$ cat config.mk
export PLATFORM = sky130hd
export DESIGN_NAME = prog_mod_counter
export DESIGN_NICKNAME = d
export VERILOG_FILES = /design/src/rtl/counters_pkg.sv /design/src/rtl/prescaler_tick.sv /design/src/rtl/prog_mod_counter.sv
export SDC_FILE = /design/constraint.sdc
export NUM_CORES = 1
export LEC_CHECK = 0
export ABC_AREA = 1
export CORE_ASPECT_RATIO = 0.6
export CORE_UTILIZATION = 45
export DETAILED_ROUTE_END_ITERATION = 10
export PLACE_DENSITY = 0.73
export SETUP_SLACK_MARGIN = 0.4
export SLEW_MARGIN = 20
export SYNTH_ARGS = -nofsm -noshare
export SYNTH_HDL_FRONTEND = slang
export SYNTH_SLANG_ARGS = --single-unit
export TNS_END_PERCENT = 5
$ cat constraint.sdc
create_clock -name clk -period 2 [get_ports clk]
set_clock_uncertainty 0.05 [all_clocks]
set_input_delay 0.3 -clock clk [delete_from_list [all_inputs] [get_ports clk]]
set_output_delay 0.3 -clock clk [all_outputs]
set_load 0.02 [all_outputs]
$ cat src/rtl/counters_pkg.sv
// Shared types and encodings for the counters library.
package counters_pkg;

    typedef enum logic [1:0] {
        ST_IDLE = 2'd0,
        ST_RUN  = 2'd1,
        ST_DONE = 2'd2
    } state_e;

    localparam logic DIR_UP       = 1'b1;
    localparam logic DIR_DN       = 1'b0;
    localparam logic MODE_CONT    = 1'b0;
    localparam logic MODE_ONESHOT = 1'b1;

endpackage

$ cat src/rtl/prescaler_tick.sv
// Prescaler: counts enabled cycles 0..presc and emits a one-cycle tick on compare.
module prescaler_tick #(
    parameter int PRESCALE_W = 4
) (
    input  logic                  clk,
    input  logic                  rst,
    input  logic                  advance_i,
    input  logic                  clear_i,
    input  logic [PRESCALE_W-1:0] presc_i,
    output logic                  tick_o
);

    localparam logic [PRESCALE_W-1:0] PC_ONE = PRESCALE_W'(1);

    logic [PRESCALE_W-1:0] pc_q, pc_d;

    // >= so that lowering presc below the current pc ticks immediately
    assign tick_o = advance_i && (pc_q >= presc_i);

    always_comb begin
        pc_d = pc_q;
        if (clear_i) begin
            pc_d = '0;
        end else if (tick_o) begin
            pc_d = '0;
        end else if (advance_i) begin
            pc_d = pc_q + PC_ONE;
        end
    end

    always_ff @(posedge clk or negedge rst) begin
        if (!rst) begin
            pc_q <= '0;
        end else begin
            pc_q <= pc_d;
        end
    end

endmodule

$ cat src/rtl/prog_mod_counter.sv
// Programmable-modulus up/down counter with prescaled tick, load, one-shot mode and tc pulse.
module prog_mod_counter
    import counters_pkg::*;
#(
    parameter int WIDTH      = 8,
    parameter int PRESCALE_W = 4
) (
    input  logic                  clk,
    input  logic                  rst,
    input  logic                  en,
    input  logic                  dir,
    input  logic                  mode,
    input  logic                  load,
    input  logic [WIDTH-1:0]      load_val,
    input  logic [WIDTH-1:0]      limit,
    input  logic [PRESCALE_W-1:0] presc,
    output logic [WIDTH-1:0]      count,
    output logic                  tc,
    output logic                  running,
    output logic                  done
);

    localparam logic [WIDTH-1:0] CNT_ONE = WIDTH'(1);

    state_e           state_q, state_d;
    logic [WIDTH-1:0] count_q, count_d;
    logic             tc_q, tc_d;
    logic             advance;
    logic             tick;
    logic             terminal;

    assign advance = (state_q == ST_RUN) && en;

    prescaler_tick #(
        .PRESCALE_W(PRESCALE_W)
    ) u_presc (
        .clk       (clk),
        .rst       (rst),
        .advance_i (advance),
        .clear_i   (load),
        .presc_i   (presc),
        .tick_o    (tick)
    );

    // Up uses >= so a limit lowered below the count still terminates on the next tick
    assign terminal = (dir == DIR_DN) ? (count_q == '0) : (count_q >= limit);

    always_comb begin
        count_d = count_q;
        tc_d    = 1'b0;
        if (load) begin
            count_d = (load_val > limit) ? limit : load_val;
        end else if (tick) begin
            if (terminal) begin
                tc_d = 1'b1;
                if (dir == DIR_UP) begin
                    count_d = (mode == MODE_CONT) ? '0 : limit;
                end else begin
                    count_d = (mode == MODE_CONT) ? limit : '0;
                end
            end else if (dir == DIR_UP) begin
                count_d = count_q + CNT_ONE;
            end else begin
                count_d = count_q - CNT_ONE;
            end
        end
    end

    always_ff @(posedge clk or negedge rst) begin
        if (!rst) begin
            state_q <= ST_IDLE;
            count_q <= '0;
            tc_q    <= 1'b0;
        end else begin
            state_q <= state_d;
            count_q <= count_d;
            tc_q    <= tc_d;
        end
    end

    always_comb begin
        state_d = state_q;
        if (load) begin
            state_d = en ? ST_RUN : ST_IDLE;
        end else begin
            unique case (state_q)
                ST_IDLE: if (en) state_d = ST_RUN;
                ST_RUN: begin
                    if (!en) begin
                        state_d = ST_IDLE;
                    end else if (tick && terminal && (mode == MODE_ONESHOT)) begin
                        state_d = ST_DONE;
                    end
                end
                ST_DONE: state_d = ST_DONE;
                default: state_d = ST_IDLE;
            endcase
        end
    end

    always_comb begin
        count   = count_q;
        tc      = tc_q;
        running = (state_q == ST_RUN);
        done    = (state_q == ST_DONE);
    end

endmodule

# Word-level counts from Yosys, hierarchy flattened

Index checks and enable logic that the tools add are counted.

Flip-flop bits (word level): 15
Bits of input ports: 26
Output and inout port bits: 11
Word-level logic and storage cells: 44

Add/subtract/negate cells: 3
$lt $le $gt $ge: 3
Eq/ne operators: 4
Muxes and demuxes: 21
Reduce and logical (&&, ||, !) cells: 9

Operators by type and width:

| operator              | count |
|---|---|
| $mux W8               | 8 |
| $mux W4               | 3 |
| $add A8 B1 Y8 const B | 1 |
| $ge A8 B8 Y1          | 1 |
| $gt A8 B8 Y1          | 1 |
| $logic_not A8 Y1      | 1 |
| $mux W2               | 4 |
| $sub A8 B1 Y8 const B | 1 |
| $pmux W2 S3           | 1 |
| $mux W1               | 5 |
| $add A4 B1 Y4 const B | 1 |
| $ge A4 B4 Y1          | 1 |
| $logic_and A1 B1 Y1   | 4 |
| $ne A4 B3 Y1 const B  | 1 |
| $ne A3 B3 Y1 const B  | 1 |
| $reduce_bool A3 Y1    | 1 |
| $eq A2 B1 Y1 const B  | 1 |
| $eq A2 B2 Y1 const B  | 1 |
| $logic_not A2 Y1      | 1 |
| $reduce_and A2 Y1     | 1 |
| $reduce_bool A2 Y1    | 1 |

# Depth between registers and ports, before layout

Gate-level depths: netlist of run 1.

Word-level depth: 9
Depth in mapped cells: 16
Gate-level depth less buffers: 16

# Hierarchy

From an unflattened synthesis of run 1, not the netlist that was laid out.

Cell total of the unflattened synthesis: 308
Area total of the unflattened synthesis: 1893.1 um^2

By module, submodules not included:

| module           | instances | cells each | area an instance (um^2) | seq. area each (um^2) |
|---|---|---|---|---|
| prog_mod_counter | 1         | 264        | 1574.0                  | 275.3 |
| prescaler_tick   | 1         | 44         | 319.1                   | 100.1 |

# Worst setup path after synthesis of run 1

Ideal clock, no wire load.

Path type: reg2reg
From: register count_q[0] (netlist: count[0])
To: register count_q[1] (netlist: count[1])
Setup time: 0.118 ns
Arrival: 1.657 ns
Data required time: 1.832 ns
Setup slack: 0.175 ns
Stages on the path, launching flop included: 16
Path buffers: 1
Clock period less this slack: 1.825 ns
Cells stage by stage: dfrtp_1 > inv_1 > ha_1 > inv_1 > nand2_1 > nand2_1 > nand2_1 > nand2_1 > nand2_1 > nand2_1 > nand2_2 > buf_6 > a21oi_1 > nor2_1 > nor2_1 > nor2_1

Longest elaborated chain between the ends: 5
Elaborated cells on any way between the ends: 9
Those cells by class: add/sub (2); order compare (1); mux (5); reduce/logical (1)

RTL lines:

| what                                        | RTL line                                       | text |
|---|---|---|
| start, declared                             | prog_mod_counter.sv:26                         | `logic [WIDTH-1:0] count_q, count_d;` |
| start signal, assigned                      | prog_mod_counter.sv:76                         | `count_q <= count_d;` |
| $sub A8 B1 Y8, or another cell as far along | prog_mod_counter.sv:64                         | `count_d = count_q - CNT_ONE;` |
| $mux W8 / $mux W1 (equally long branches)   | prog_mod_counter.sv:61, prog_mod_counter.sv:46 |  |
| $mux W8 *                                   | prog_mod_counter.sv:54                         | `if (terminal) begin` |
| $mux W8 *                                   | prog_mod_counter.sv:53                         | `end else if (tick) begin` |
| $mux W8 *                                   | prog_mod_counter.sv:51                         | `if (load) begin` |

Mark *: on every way between the ends. The rest lies on a longest branch, timed or not. The select of a mux whose other input is x is not followed.
A chain may end at the register's enable or synchronous reset.

# Worst setup path in the final report of run 1

From: register count_q[3] (netlist: count[3])
To: register count_q[4] (netlist: count[4])

Same word-level chain as after synthesis.

==> out/qor.yml, run 1 <==
status:
  status: "complete, no violations"
floorplanning:
  core_area_um2: 3850
  dieArea_um2: 4487
  num_rows: 17
  start_util: 0.4927
  fp.dieW_um: 85.82
  die_h_um: 52.29
  io_pins: 37
timing:
  slew_viol_final: 0
  max-slew-margin-rel: 0.7808
  hold_viol: 0
  post-route-period-util: 0.9827
  whs_ns: 0.3102
  fmax_ghz: 0.5088
  setup_viol: 0
  tightest_slew_ns: 0.3277
  period_minus_slack_ns: 1.965
  grt_setup_unrepaired: "yes"
setup_path:
  critPathKind: "flop to flop"
  required_ns: 2.09
  endpoint_kind: "flop"
  crit_fanout: 8
  start_kind: "flop"
  worstPathArrival_ns: 2.06
cells_and_area:
  final_design_area_no_fill_um2: 3047
  fillers: 268
  multiInputGateArea_um2: 1608
  seqCellArea_um2: 379.1
  final_util: 0.7914
  syn_to_final_growth_pct: 60.62
  final_cell_count_no_fill: 445
  diodes: 0
  layout-drive-gt1-share: 0.3041
  fin_nets: 443
pwr:
  power_density_nw_per_um2: 642.5
  leakagePower_nw: 1.572
  ir_drop_v: 0.0004785
  totalPowerFinal_mw: 1.957
synth:
  synthTopCellsByArea: "dfrtp_1 20%, ha_1 18%, nand2_1 18%"
  syn-num-nets: 358
  synthFlopType: "dfrtp_1"
  synth-seq-cells: 15
  synth-seq-area-share: 0.1979
  synth_edf_count: 0
  synth_area_um2: 1897
  yosys_warnings: 0
  async_flop_share: 1.000
  ys_types: 23
  yosys.area.top_type: "dfrtp_1"
  syn_inst: 304
  synth_top_area_frac: 0.1979
  avgSynthCellArea_um2: 6.240
global_routing:
  antenna_found_initial: 0
  grt_pass1_vias: 2210
  grt_overflow_total: 0
  grt_max_degree: 16
  track_usage: 0.3119
  grt_pass1_wl_um: 10540
cts:
  clock_latency_ns: 0.26
  cts_tree: "yes"
  cts_buffers: 3
  clock-sinks: 15
  clk_path_buf_depth: 2
  cts_hold_buf: 0
  h-tree-depth: 1
  cts_root_buf: "clkbuf_8"
  path_clk_slew_ns: 0.07
route:
  vias_per_cell: 5.326
  postRouteAntennaNets: 0
  drtIter0Drc: 171
  num_vias: 2370
  wire_per_inst_um: 15.20
  drc_errors: 0
  drt_pre_antenna_iters: 5
  wl_um: 6763
placement:
  placed_cells: 431
  place_area_um2: 2601
  gp_congestion: 0.8596
  place_hpwl_um: 4495
  io_buffers: 36
hold_path:
  hold_class: "input pin to asynchronous set/reset pin"
run:
  maxCapViolations: 0
-- what timing repair did --
item,CTS,global route
setup buffers,7,1
gates resized for setup,64,21
setup endpoints to repair,25,25
pin swaps,22,15
cloned,2,0
-- report_power, final --
part / leakage, nW / switching (mW) / internal [mW] / total (mW)
sequential: 0.184 / 0.0769 / 0.356 / 0.433
clock: 0.0255 / 0.123 / 0.138 / 0.261
combinational: 1.36 / 0.667 / 0.597 / 1.26
-- state kept, by name, summed over array words and instances (netlist names) --
signal        count
u_presc.pc_q      4
tc                1
count             8
state_q           2
-- cell type report --
type                    instances  share of cell area
multi-input cells             241              0.5277
clock buffers                   3             0.01355
inverters                      41             0.05133
well taps                      57             0.02341
flip-flops and latches         15              0.1244
clock inverters                 1            0.001643
repair buffers                 87              0.2579
-- stage by stage --
| step | worst slack, ns | setup TNS [ns] |
|---|---|---|
| floorplan | 0.2987 | 0 |
| global placement | -0.2528 | -2.520 |
| detailed placement | -0.3089 | -2.995 |
| CTS | 0.1598 | 0 |
| global route | -0.06621 | -0.1374 |
| finish | 0.03459 | 0 |
-- layout by cell type (no fill, tap or decap), types with 2 or more instances in the layout --
cell and instances:
ha_4 15, inv_1 27, buf_4 43, ha_1 12, nand3_1 28, dfrtp_1 12, a21oi_1 12, clkbuf_8 3
nand4_1 6, o21ai_0 3, nand2_4 4, dfrtp_2 3, a21o_1 2, nand2_2 7, buf_6 4, clkdlybuf4s50_1 19
inv_2 13, a21oi_4 2, dlymetal6s2s_1 3, o21ai_1 2, xor2_1 4, dlygate4sd2_1 14, nand3_2 4, a21oi_2 5
nor2_2 6, nor2_1 41, nand2_1 82, xnor2_1 2
-- path summary, 6_finish.rpt --
| kind | depth (start not counted) | from | slack, ns | endpoint |
|---|---|---|---|---|
| max reg2reg | 10 | count[3] | 0.03 | count[4] |
| min reg2reg | 2 | u_presc.pc_q[0] | 0.54 | u_presc.pc_q[0] |
| max in group asynchronous | 2 | rst | 1.39 | count[2] |
| min | 2 | rst | 0.31 | u_presc.pc_q[1] |
| min in group clk | 2 | u_presc.pc_q[0] | 0.54 | u_presc.pc_q[0] |
| max | 10 | count[3] | 0.03 | count[4] |
-- synth_stat cells, drive strengths merged, types with 3 or more instances --
cell type	number
ha	27
nand2	93
nor2	48
inv	41
clkbuf	4
o21ai	6
buf	3
nand3	32
xor2	4
a21oi	19
dfrtp	15
nand4	6
-- critical path, stage by stage (launching register included) --
cell and delay, ns:
dfrtp_1 0.45, buf_4 0.18, nor2_1 0.18, nand4_1 0.12
nand2_1 0.21, buf_4 0.25, nand3_2 0.09, nand2_1 0.08
nor2_1 0.04, nor2_1 0.14, nor2_1 0.06
-- cells by family after synthesis --
| logic type | Yosys count | share of synthesized area |
|---|---|---|
| compound gates | 27 | 0.07388 |
| xor+xnor | 6 | 0.02770 |
| simple gates | 180 | 0.3991 |
| flops | 15 | 0.1979 |
| fa+ha+maj | 28 | 0.1887 |
| buf+inv | 48 | 0.1128 |
-- per-layer routing --
metal | GRT usage | wire length, µm
met4 | 0.08889 | 165
met1 | 0.4304 | 3026
met2 | 0.4973 | 2970
met5 | 0 | 0
met3 | 0.06299 | 600
No activity file was read; power rests on OpenSTA's default activity.
==> inputs of run 2 (changes only) <==
--- a/config.mk
+++ b/config.mk
@@ -7,9 +7,11 @@
 export LEC_CHECK = 0
 export ABC_AREA = 1
 export CORE_ASPECT_RATIO = 0.6
+export CORE_MARGIN = 2
 export CORE_UTILIZATION = 45
 export DETAILED_ROUTE_END_ITERATION = 10
-export PLACE_DENSITY = 0.73
+export DONT_BUFFER_PORTS = 1
+export PLACE_DENSITY = 0.62
 export SETUP_SLACK_MARGIN = 0.4
 export SLEW_MARGIN = 20
 export SYNTH_ARGS = -nofsm -noshare
==> run 2 against run 1 <==
  * Register-to-register slack better by 0.17 ns
  * Largest cell class unchanged
  * Final cell count fell by 14%
  * Global-route usage is 7.2 points lower
  * Clock power down 5%
  * Die area increased by 6.2%
  * First-iteration DRC count grew 12%
  * Via count down 19%
  * Clock-buffer cell count increased by 1
  * Sequential cell count unchanged
  * Cell area fell by 27%
==> out/qor.yml, run 2 (synthesized netlist as in run 1, its figures left out) <==
cts:
  cts_tree: "yes"  # unchanged
  cts_root_buf: "clkbuf_8"  # unchanged
  clk_path_buf_depth: 2  # unchanged
  path_clk_slew_ns: 0.06  # was 0.07 ns
  clock_latency_ns: 0.25  # was 0.26 ns
  cts_buffers: 3  # unchanged
  h-tree-depth: 1  # unchanged
  clock-sinks: 15  # unchanged
cells_and_area:
  layout-drive-gt1-share: 0.1807  # was 0.3041
  final_cell_mix: "85 x nand2_1, 44 x nor2_1, 38 x inv_1"  # was 82 x nand2_1, 43 x buf_4, 41 x nor2_1
  seqCellArea_um2: 382.9  # was 379.1 µm²
  fillers: 413  # was 268
  final_design_area_no_fill_um2: 2233  # was 3047 µm²
  fin_nets: 376  # was 443
  final_cell_count_no_fill: 381  # was 445
  syn_to_final_growth_pct: 17.74  # was 60.62%
  largest_register_ffs: 8  # unchanged
  final_common_cell: "nand2_1"  # unchanged
  multiInputGateArea_um2: 1416  # was 1608 µm²
  diodes: 0  # unchanged
route:
  num_vias: 1922  # was 2370
  postRouteAntennaNets: 0  # unchanged
  drc_errors: 0  # unchanged
  wl_um: 5337  # was 6763 µm
  vias_per_cell: 5.045  # was 5.326
  drt_pre_antenna_iters: 4  # was 5
  wire_per_inst_um: 14.01  # was 15.20 µm
  drtIter0Drc: 191  # was 171
floorplanning:
  fp.dieW_um: 87.82  # was 85.82 µm
  num_rows: 18  # was 17
  core_area_um2: 4076  # was 3850 µm²
  start_util: 0.4653  # was 0.4927
  io_pins: 37  # unchanged
  dieArea_um2: 4767  # was 4487 µm²
  die_h_um: 54.29  # was 52.29 µm
placement:
  place_hpwl_um: 4221  # was 4495 µm
  place_area_um2: 2044  # was 2601 µm²
  dp_slack_ns: 0.1108  # was -0.3089 ns
  io_buffers: 0  # was 36
  placed_cells: 373  # was 431
  gp_congestion: 0.9848  # was 0.8596
pwr:
  power_frac_clock: 0.154  # was 0.133
  internal_power_mw: 0.8866  # was 1.091 mW
  p_seq_frac: 0.268  # was 0.221
  ir_drop_v: 0.0004306  # was 0.0004785 V
  leakagePower_nw: 1.227  # was 1.572 nW
  power_density_nw_per_um2: 724.6  # was 642.5 nW/µm²
  p_sw_frac: 0.4521  # was 0.4424
  power.switching_mw: 0.7317  # was 0.8660 mW
  comb_power_share: 0.579  # was 0.646
timing:
  setup_slack_ns: 0.2026  # was 0.03459 ns
  fin_setup_tns_ns: 0  # unchanged
  grt_setup_unrepaired: "yes"  # unchanged
  max-slew-margin-rel: 0.5074  # was 0.7808
  fmax_ghz: 0.5563  # was 0.5088 GHz
  hold_viol: 0  # unchanged
  setup_viol: 0  # unchanged
  slew_viol_final: 0  # unchanged
  post-route-period-util: 0.8987  # was 0.9827
  period_minus_slack_ns: 1.797  # was 1.965 ns
  tightest_slew_ns: 0.7365  # was 0.3277 ns
status:
  status: "complete, no violations"  # unchanged
global_routing:
  grt_overflow_total: 0  # unchanged
  grt_pass1_wl_um: 8493  # was 10540 µm
  grt_pass1_vias: 1681  # was 2210
  antenna_found_initial: 0  # unchanged
  grt_max_degree: 16  # unchanged
  track_usage: 0.2396  # was 0.3119
setup_path:
  critPathKind: "flop to flop"  # unchanged
  required_ns: 2.09  # about the same
  crit_fanout: 7  # was 8
  worstPathArrival_ns: 1.89  # was 2.06 ns
  endpoint_kind: "flop"  # unchanged
  start_kind: "flop"  # unchanged
run:
  maxCapViolations: 0  # unchanged
hold_path:
  hold_class: "input pin to flop"  # was input pin to asynchronous set/reset pin
==> run 2: power groups by stage <==
stage / Combinational [mW] / Clock, mW / Sequential (mW)
floorplan: 0.565 / 0 / 0.454
global placement: 0.805 / 0 / 0.435
detailed placement: 0.807 / 0 / 0.435
CTS: 0.875 / 0.255 / 0.427
global route: 1.06 / 0.266 / 0.441
finish: 0.936 / 0.249 / 0.433
==> run 2: critical path, stage by stage (launching register included) <==
cell     delay, ns
dfrtp_2       0.45
ha_1          0.31
nand2_2       0.07
nor2_2        0.16
nand2_1       0.08
nand2_2       0.11
buf_6         0.15
nand3_2       0.06
nand2_2       0.05
nor2_1        0.05
nor2_1        0.10
nor2_1        0.05
==> run 2: final cells by class <==
type / instances / area share
multi-input cells: 241 / 0.6342
flip-flops and latches: 15 / 0.1714
repair buffers: 20 / 0.07171
inverters: 41 / 0.06891
well taps: 60 / 0.03361
clock buffers: 4 / 0.02017
==> run 2: path summary, 6_finish.rpt <==
path	start	endpoint	slack [ns]	cells past startpoint
max	count[6]	count[4]	0.20	11
max in group asynchronous	rst	count[0]	0.88	1
max reg2reg	count[6]	count[4]	0.20	11
min in group asynchronous	rst	count[5]	0.51	1
min reg2reg	u_presc.pc_q[3]	u_presc.pc_q[3]	0.50	2
min	load	tc	0.08	1
==> run 2: timing repair <==
item                                    4_1_cts  5_1_grt
setup buffers                                 3        0
hold endpoints to repair                     15        0
hold buffers                                  1        0
endpoints found under the setup margin       13       13
pin swaps                                     4        9
resized for setup                            11       16
==> run 2: stage by stage <==
stage	utilization	total power, mW	hold WS, ns
final	0.5479	1.618	0.08161
after CTS	0.5298	1.556	0.07559
after detailed placement	0.5015	1.241	-0.04531
after floorplan	-	1.019	-0.04559
after global placement	0.5015	1.241	-0.04524
after global routing	0.5479	1.766	0.06578
==> run 2: routing by layer <==
metal	track usage	wire, µm	vias up
met5	0	0	-
met4	0.02308	13	0
met3	0.04827	560	2
met2	0.3409	2071	67
met1	0.3792	2692	846
li1	-	-	1007
